## src/rtl/parking_pkg.sv

```systemverilog
// Shared types and 7-segment glyphs for the parking gate controller.
// The LOCKED state exists only when PARKING_LOCKOUT_EN is defined.
package parking_pkg;

  typedef enum logic [2:0] {
    ST_IDLE          = 3'd0,
    ST_WAIT_PASSWORD = 3'd1,
    ST_WRONG_PASS    = 3'd2,
    ST_RIGHT_PASS    = 3'd3,
    ST_STOP          = 3'd4,
    ST_FULL          = 3'd5
`ifdef PARKING_LOCKOUT_EN
    , ST_LOCKED      = 3'd6
`endif
  } state_t;

  // Active-low glyphs, bit order {g,f,e,d,c,b,a}.
  localparam logic [6:0] SEG_BLANK = 7'h7F;
  localparam logic [6:0] SEG_0     = 7'h40;
  localparam logic [6:0] SEG_1     = 7'h79;
  localparam logic [6:0] SEG_2     = 7'h24;
  localparam logic [6:0] SEG_3     = 7'h30;
  localparam logic [6:0] SEG_4     = 7'h19;
  localparam logic [6:0] SEG_5     = 7'h12;
  localparam logic [6:0] SEG_6     = 7'h02;
  localparam logic [6:0] SEG_7     = 7'h78;
  localparam logic [6:0] SEG_8     = 7'h00;
  localparam logic [6:0] SEG_9     = 7'h10;
  localparam logic [6:0] SEG_E     = 7'h06;
  localparam logic [6:0] SEG_N     = 7'h2B;
  localparam logic [6:0] SEG_G     = SEG_6;
  localparam logic [6:0] SEG_O     = SEG_0;
  localparam logic [6:0] SEG_S     = SEG_5;
  localparam logic [6:0] SEG_P     = 7'h0C;
  localparam logic [6:0] SEG_F     = 7'h0E;
  localparam logic [6:0] SEG_L     = 7'h47;

endpackage

```

## src/rtl/seg7_digit.sv

```systemverilog
// Decimal digit to active-low 7-segment glyph; non-decimal codes blank.
module seg7_digit
  import parking_pkg::*;
(
  input  logic [3:0] value,
  output logic [6:0] seg
);

  // Pure lookup, no state.
  always_comb begin
    seg = SEG_BLANK;
    case (value)
      4'd0:    seg = SEG_0;
      4'd1:    seg = SEG_1;
      4'd2:    seg = SEG_2;
      4'd3:    seg = SEG_3;
      4'd4:    seg = SEG_4;
      4'd5:    seg = SEG_5;
      4'd6:    seg = SEG_6;
      4'd7:    seg = SEG_7;
      4'd8:    seg = SEG_8;
      4'd9:    seg = SEG_9;
      default: seg = SEG_BLANK;
    endcase
  end

endmodule

```

## src/rtl/parking_controller.sv

```systemverilog
// Password-gated parking entrance with occupancy tracking and HEX status.
// Optional: PARKING_LOCKOUT_EN adds a LOCKED state after MAX_TRIES wrong
// submissions, released after LOCK_CYCLES cycles.
module parking_controller
  import parking_pkg::*;
#(
  parameter int               CAPACITY    = 8,
  parameter int               PWD_W       = 4,
  parameter logic [PWD_W-1:0] PASSWORD    = PWD_W'(4'b0110),
  parameter int               WAIT_CYCLES = 50_000_000,
  parameter int               BLINK_BIT   = 25
`ifdef PARKING_LOCKOUT_EN
  , parameter int             MAX_TRIES   = 3,
  parameter int               LOCK_CYCLES = 100_000_000
`endif
) (
  input  logic                            clk,
  input  logic                            reset,
  input  logic                            sensor_entrance,
  input  logic                            sensor_exit,
  input  logic                            sensor_leave,
  input  logic [PWD_W-1:0]                password,
  input  logic                            password_valid,
  output logic                            GREEN_LED,
  output logic                            RED_LED,
  output logic [6:0]                      HEX_1,
  output logic [6:0]                      HEX_2,
  output logic [$clog2(CAPACITY+1)-1:0]   free_count,
  output logic                            full
);

  localparam int                CNT_W    = $clog2(CAPACITY + 1);
  localparam int                TMR_W    = $clog2(WAIT_CYCLES + 1);
  localparam logic [CNT_W-1:0]  CAP_V    = CNT_W'(CAPACITY);
  localparam logic [TMR_W-1:0]  TMR_LAST = TMR_W'(WAIT_CYCLES - 1);

  state_t             state_q, state_d;
  logic [TMR_W-1:0]   tmr_q, tmr_d;
  logic [BLINK_BIT:0] blink_cnt;
  logic               blink;
  logic               leave_q, depart, entry;
  logic               pwd_ok, pwd_bad;
  logic [3:0]         tens_v, ones_v;
  logic [6:0]         tens_seg, ones_seg;
  logic               green_d, red_d;
  logic [6:0]         hex1_d, hex2_d;

`ifdef PARKING_LOCKOUT_EN
  localparam int               TRY_W     = $clog2(MAX_TRIES + 1);
  localparam int               LCK_W     = $clog2(LOCK_CYCLES + 1);
  localparam logic [TRY_W-1:0] TRY_LAST  = TRY_W'(MAX_TRIES - 1);
  localparam logic [LCK_W-1:0] LOCK_LAST = LCK_W'(LOCK_CYCLES - 1);
  logic [TRY_W-1:0] tries_q, tries_d;
  logic [LCK_W-1:0] lock_q, lock_d;
  logic             last_try;
  assign last_try = (tries_q == TRY_LAST);
`endif

  assign pwd_ok  = password_valid && (password == PASSWORD);
  assign pwd_bad = password_valid && (password != PASSWORD);
  assign depart  = sensor_leave && !leave_q;
  assign full    = (free_count == '0);
  assign blink   = blink_cnt[BLINK_BIT];
  assign tens_v  = 4'(int'(free_count) / 10);
  assign ones_v  = 4'(int'(free_count) % 10);

  seg7_digit u_tens (.value(tens_v), .seg(tens_seg));
  seg7_digit u_ones (.value(ones_v), .seg(ones_seg));

  // Next state, password timer, retry bookkeeping and entry event.
  always_comb begin
    state_d = state_q;
    tmr_d   = tmr_q;
    entry   = 1'b0;
`ifdef PARKING_LOCKOUT_EN
    tries_d = tries_q;
    lock_d  = lock_q;
`endif
    case (state_q)
      ST_IDLE: begin
        if (sensor_entrance) begin
          if (full) begin
            state_d = ST_FULL;
          end else begin
            state_d = ST_WAIT_PASSWORD;
            tmr_d   = '0;
          end
        end
      end
      ST_WAIT_PASSWORD: begin
        tmr_d = tmr_q + 1'b1;
        // A submission on the final cycle takes priority over the timeout.
        if (pwd_ok) begin
          state_d = ST_RIGHT_PASS;
        end else if (pwd_bad) begin
          state_d = ST_WRONG_PASS;
`ifdef PARKING_LOCKOUT_EN
          tries_d = tries_q + 1'b1;
          if (last_try) begin
            state_d = ST_LOCKED;
            lock_d  = '0;
          end
`endif
        end else if (tmr_q == TMR_LAST) begin
          state_d = ST_IDLE;
        end
      end
      ST_WRONG_PASS: begin
        if (pwd_ok) begin
          state_d = ST_RIGHT_PASS;
`ifdef PARKING_LOCKOUT_EN
          tries_d = '0;
`endif
        end else if (pwd_bad) begin
`ifdef PARKING_LOCKOUT_EN
          tries_d = tries_q + 1'b1;
          if (last_try) begin
            state_d = ST_LOCKED;
            lock_d  = '0;
          end
`endif
        end else if (!sensor_entrance) begin
          state_d = ST_IDLE;
`ifdef PARKING_LOCKOUT_EN
          tries_d = '0;
`endif
        end
      end
      ST_RIGHT_PASS: begin
        if (sensor_entrance && sensor_exit) begin
          state_d = ST_STOP;
        end else if (sensor_exit) begin
          state_d = ST_IDLE;
          entry   = 1'b1;
`ifdef PARKING_LOCKOUT_EN
          tries_d = '0;
`endif
        end
      end
      ST_STOP: begin
        if (pwd_ok) state_d = ST_RIGHT_PASS;
      end
      ST_FULL: begin
        // Freed slots are only noticed after the car backs away.
        if (!sensor_entrance) state_d = ST_IDLE;
      end
`ifdef PARKING_LOCKOUT_EN
      ST_LOCKED: begin
        lock_d = lock_q + 1'b1;
        if (lock_q == LOCK_LAST) begin
          state_d = ST_IDLE;
          tries_d = '0;
        end
      end
`endif
      default: state_d = ST_IDLE;
    endcase
  end

  // State and timer registers.
  always_ff @(posedge clk) begin
    if (reset) begin
      state_q <= ST_IDLE;
      tmr_q   <= '0;
`ifdef PARKING_LOCKOUT_EN
      tries_q <= '0;
      lock_q  <= '0;
`endif
    end else begin
      state_q <= state_d;
      tmr_q   <= tmr_d;
`ifdef PARKING_LOCKOUT_EN
      tries_q <= tries_d;
      lock_q  <= lock_d;
`endif
    end
  end

  // Saturating free-slot counter; simultaneous entry and departure cancel.
  always_ff @(posedge clk) begin
    if (reset) begin
      free_count <= CAP_V;
      leave_q    <= 1'b0;
    end else begin
      leave_q <= sensor_leave;
      if (entry && !depart) begin
        if (free_count != '0) free_count <= free_count - 1'b1;
      end else if (depart && !entry) begin
        if (free_count < CAP_V) free_count <= free_count + 1'b1;
      end
    end
  end

  // Free-running blink source.
  always_ff @(posedge clk) begin
    if (reset) blink_cnt <= '0;
    else       blink_cnt <= blink_cnt + 1'b1;
  end

  // Moore output decode from the current state.
  always_comb begin
    green_d = 1'b0;
    red_d   = 1'b0;
    hex1_d  = SEG_BLANK;
    hex2_d  = SEG_BLANK;
    case (state_q)
      ST_IDLE: begin
        hex1_d = (tens_v == 4'd0) ? SEG_BLANK : tens_seg;
        hex2_d = ones_seg;
      end
      ST_WAIT_PASSWORD: begin red_d = 1'b1;  hex1_d = SEG_E; hex2_d = SEG_N; end
      ST_WRONG_PASS:    begin red_d = blink; hex1_d = SEG_E; hex2_d = SEG_E; end
      ST_RIGHT_PASS:    begin green_d = blink; hex1_d = SEG_G; hex2_d = SEG_O; end
      ST_STOP:          begin red_d = blink; hex1_d = SEG_S; hex2_d = SEG_P; end
      ST_FULL:          begin red_d = 1'b1;  hex1_d = SEG_F; hex2_d = SEG_L; end
`ifdef PARKING_LOCKOUT_EN
      ST_LOCKED:        begin red_d = 1'b1;  hex1_d = SEG_L; hex2_d = SEG_O; end
`endif
      default: ;
    endcase
  end

  // Registered outputs, one cycle behind the state.
  always_ff @(posedge clk) begin
    if (reset) begin
      GREEN_LED <= 1'b0;
      RED_LED   <= 1'b0;
      HEX_1     <= SEG_BLANK;
      HEX_2     <= SEG_BLANK;
    end else begin
      GREEN_LED <= green_d;
      RED_LED   <= red_d;
      HEX_1     <= hex1_d;
      HEX_2     <= hex2_d;
    end
  end

endmodule

```

## config.mk

```make
export PLATFORM = sky130hd
export DESIGN_NAME = parking_controller
export DESIGN_NICKNAME = d
export VERILOG_FILES = /design/src/rtl/parking_pkg.sv /design/src/rtl/seg7_digit.sv /design/src/rtl/parking_controller.sv
export SDC_FILE = /design/constraint.sdc
export NUM_CORES = 1
export LEC_CHECK = 0
export CAP_MARGIN = 10
export CORE_AREA = 4 4 101 103
export DETAILED_ROUTE_END_ITERATION = 7
export DIE_AREA = 0 0 105 107
export HOLD_SLACK_MARGIN = 0.06
export MAX_ROUTING_LAYER = met4
export PLACE_DENSITY = 0.58
export SKIP_CTS_REPAIR_TIMING = 1
export SLEW_MARGIN = 20
export SYNTH_ARGS = -nofsm -noshare
export SYNTH_HDL_FRONTEND = slang
export SYNTH_SLANG_ARGS = --single-unit
```

## constraint.sdc

```tcl
create_clock -name clk -period 2.2 [get_ports clk]
set_clock_uncertainty 0.2 [all_clocks]
set_input_delay 0.44 -clock clk [delete_from_list [all_inputs] [get_ports clk]]
set_output_delay 0.44 -clock clk [all_outputs]
set_load 0.02 [all_outputs]
```

==> impl_metrics.py <==
metrics = {
    "route": {
        "firstDrtPassIters": 4,
        "routed_via_density": 5.134,
        "drc": 0,
        "avgRoutedWirePerCell_um": 13.34,
        "drt_iter0_markers": 116,
        "ant_nets": 0,
        "wl_um": 8246,
        "num_vias": 3173,
    },
    "clocking": {
        "cts_made_buffers": 9,
        "htree_levels": 3,
        "cts.sinks": 74,
        "cts_buffer_depth": 2,
        "clkSlewWorstSetupHoldPaths_ns": 0.10,
        "clock-root-buffer": "clkbuf_8",
        "worstSkewPairLatency_ns": 0.35,
        "cts_tree": "yes",
    },
    "global_route": {
        "grt_pass1_wl_um": 14310,
        "grt_pass1_vias": 3009,
        "track_usage_pct": 15.75,
        "antenna_found_initial": 0,
        "overflow": 0,
        "grt_max_degree": 32,
    },
    "placement": {
        "dpl.cell_count": 600,
        "place_congestion": 0.8069,
        "io_buffers": 30,
        "hpwlAfterDp_um": 5932,
    },
    "logic_synthesis": {
        "synth_top_area_cell": "dfxtp_1",
        "synth-simple-area-share_pct": 25.17,
        "synthMuxAreaShare_pct": 1.093,
        "dominantRegCellSynth": "dfxtp_1",
        "synthCells": 438,
        "avgSynthCellArea_um2": 8.364,
        "synthArstFlopShare_pct": 0,
        "ys_types": 54,
        "yosys.area_share.adder_pct": 3.620,
        "synth.net_count": 458,
        "synth_top_family_by_area": "simple AND/OR/NAND/NOR gates",
        "ys_seq_area_share_pct": 40.44,
        "synth_compound_area_share_pct": 13.66,
        "synth_xor_area_share_pct": 10.04,
        "synth.top_cells.by_count": "dfxtp_1 (74), nor2_1 (61), nand2_1 (30), xnor2_1 (28), a21oi_1 (27)",
        "synth_edf_count": 0,
        "synth_area_leaders": "dfxtp_1 (40%), xnor2_1 (6.7%), nor2_1 (6.3%), a21oi_1 (3.7%), xor2_1 (3.3%)",
        "synth_top_area_share_pct": 40.44,
        "synthesis.area_um2": 3664,
        "synth_warnings": 0,
        "ys_seq_elements": 74,
        "synth_most_common_cell": "dfxtp_1",
    },
    "die": {
        "io_pins": 31,
        "start_util_pct": 39.84,
        "rows": 35,
        "die_y_um": 107,
        "die_x_um": 105,
        "die-area_um2": 11240,
        "core_um2": 9196,
    },
    "worst_setup_path": {
        "startpoint_type": "flop",
        "critical_path_class": "flop to flop",
        "crit_arrival_ns": 2.21,
        "crit_chain": "buf_4, or2_1, or3_1, nor4b_1, xnor2_1, nor2_1",
        "cp.depth": 6,
        "end_kind": "flop",
        "r2r_slack_ns": 0.05,
        "required_ns": 2.26,
        "rr_worst_depth": 6,
        "worst_path_max_delay_cell": "or3_1",
        "path_max_fanout": 7,
        "timing.rr.start": "state_q[1]",
        "critical_path_buf_inv_count": 1,
        "cp_top_family": "simple AND/OR/NAND/NOR gates",
        "slowest_delay_ns": 0.51,
        "reg2reg_to": "tmr_q[25]",
    },
    "finish": {
        "final_core_utilization_pct": 50.90,
        "drive_gt1_share_pct": 19.33,
        "final_cells": 618,
        "nFillCells": 895,
        "final_nets": 522,
        "area_growth_pct": 27.77,
        "antenna_cells": 0,
    },
    "timing": {
        "min_period_ns": 2.151,
        "rsz0062_at_grt": "yes",
        "slew_headroom_pct": 67.84,
        "fmax_ghz": 0.4648,
        "worst_pin_slew_ns": 0.4772,
        "final-setup-viol-count": 0,
        "fin_setup_tns_ns": 0,
        "period_share_pct": 97.79,
        "slew_viol_final": 0,
        "hold_viol_final": 0,
    },
    "min_path": {
        "min_to": "leave_q",
        "hold_start": "sensor_leave",
        "worstHoldPathType": "input pin to flop",
        "hold_depth": 2,
    },
    "power_and_ir_drop": {
        "ir_drop_uv": 354.3,
        "power.total_uw": 3439,
        "cellLeakagePower_uw": 0.001746,
        "power-per-cell-area_nw_per_um2": 734.6,
    },
    "outcome": {
        "status": "finished clean",
    },
    "flow_run": {
        "cap_viol_max_count": 0,
    },
}
==> worst max path at each step <==
stage | startpoint | to | slack [ns]
6_report | state_q[1] | tmr_q[25] | 0.05
5_1_grt | state_q[1] | tmr_q[25] | -0.06
4_1_cts | free_count[1] | full | -0.18
3_5_place_dp | sensor_entrance | tmr_q[22] | -0.43
3_3_place_gp | sensor_entrance | tmr_q[24] | -0.40
2_1_floorplan | state_q[0] | free_count[3] | -0.07
==> kinds of logic after synthesis <==
group,after synthesis
fa+ha+maj,10
xor+xnor,42
compound gates,79
buf+inv,44
mux,4
simple gates,185
flops,74
==> metal layers <==
layer / global-route usage, % / wire [um] / vias to the layer above
li1: - / - / 1657
met1: 21.28 / 4080 / 1462
met2: 23.46 / 3739 / 43
met3: 3.371 / 307 / 11
met4: 5.248 / 118 / 0
met5: - / 0 / -
==> cell usage in the layout (no fill, tap or decap), drive strengths merged, types with 2 or more instances in the layout <==
master and count:
and2 2, buf 51, nor2b 5, and3 4, clkdlybuf4s50 25, nor4b 2, and4 6, nor4bb 2
dfxtp 74, o21ai 23, a21oi 27, or3 13, o21bai 2, nor2 61, o211ai 5, or2 2
a311oi 2, nand3 22, inv 19, xnor2 28, ha 9, mux2i 4, nand2 30, nor4 9
clkinvlp 2, dlymetal6s2s 5, clkinv 2, a31oi 3, a211oi 5, xor2 14, nand4 9, nor3 13
clkbuf 9
==> per-stage QoR <==
| stage | worst slack [ns] | area (um^2) | hold WS (ns) |
|---|---|---|---|
| after detailed placement | -0.4340 | 4373 | 0.2854 |
| after global routing | -0.06243 | 4681 | 0.1415 |
| after CTS | -0.1783 | 4558 | 0.3008 |
| after global placement | -0.3985 | 4373 | 0.2612 |
| final | 0.04871 | 4681 | 0.1540 |
| after floorplan | -0.07112 | 3720 | 0.2415 |
==> power by group <==
part	total [uW]	leakage (uW)	internal (uW)	switching, uW
registers	1480	0.000604	1430	49.7
logic	952	0.00105	421	531
clock network	1000	0.0000884	429	574
total	3440	0.00175	2280	1150
==> final cells by class <==
type                    instances  area (um^2)  area share, %
well taps                     111        138.9          2.967
multi-input cells             320         2100          44.85
flip-flops and latches         74         1489          31.81
clock inverters                 7        61.31          1.310
clock buffers                   9        123.9          2.646
repair buffers                 81        708.2          15.13
inverters                      16        60.06          1.283
==> flip-flops by register name, indices dropped and copies added, names as in the netlist <==
name,cells
HEX_2,7
GREEN_LED,1
blink_cnt,26
RED_LED,1
tmr_q,26
state_q,3
leave_q,1
HEX_1,5
free_count,4
(Power assumes the default switching activity.)
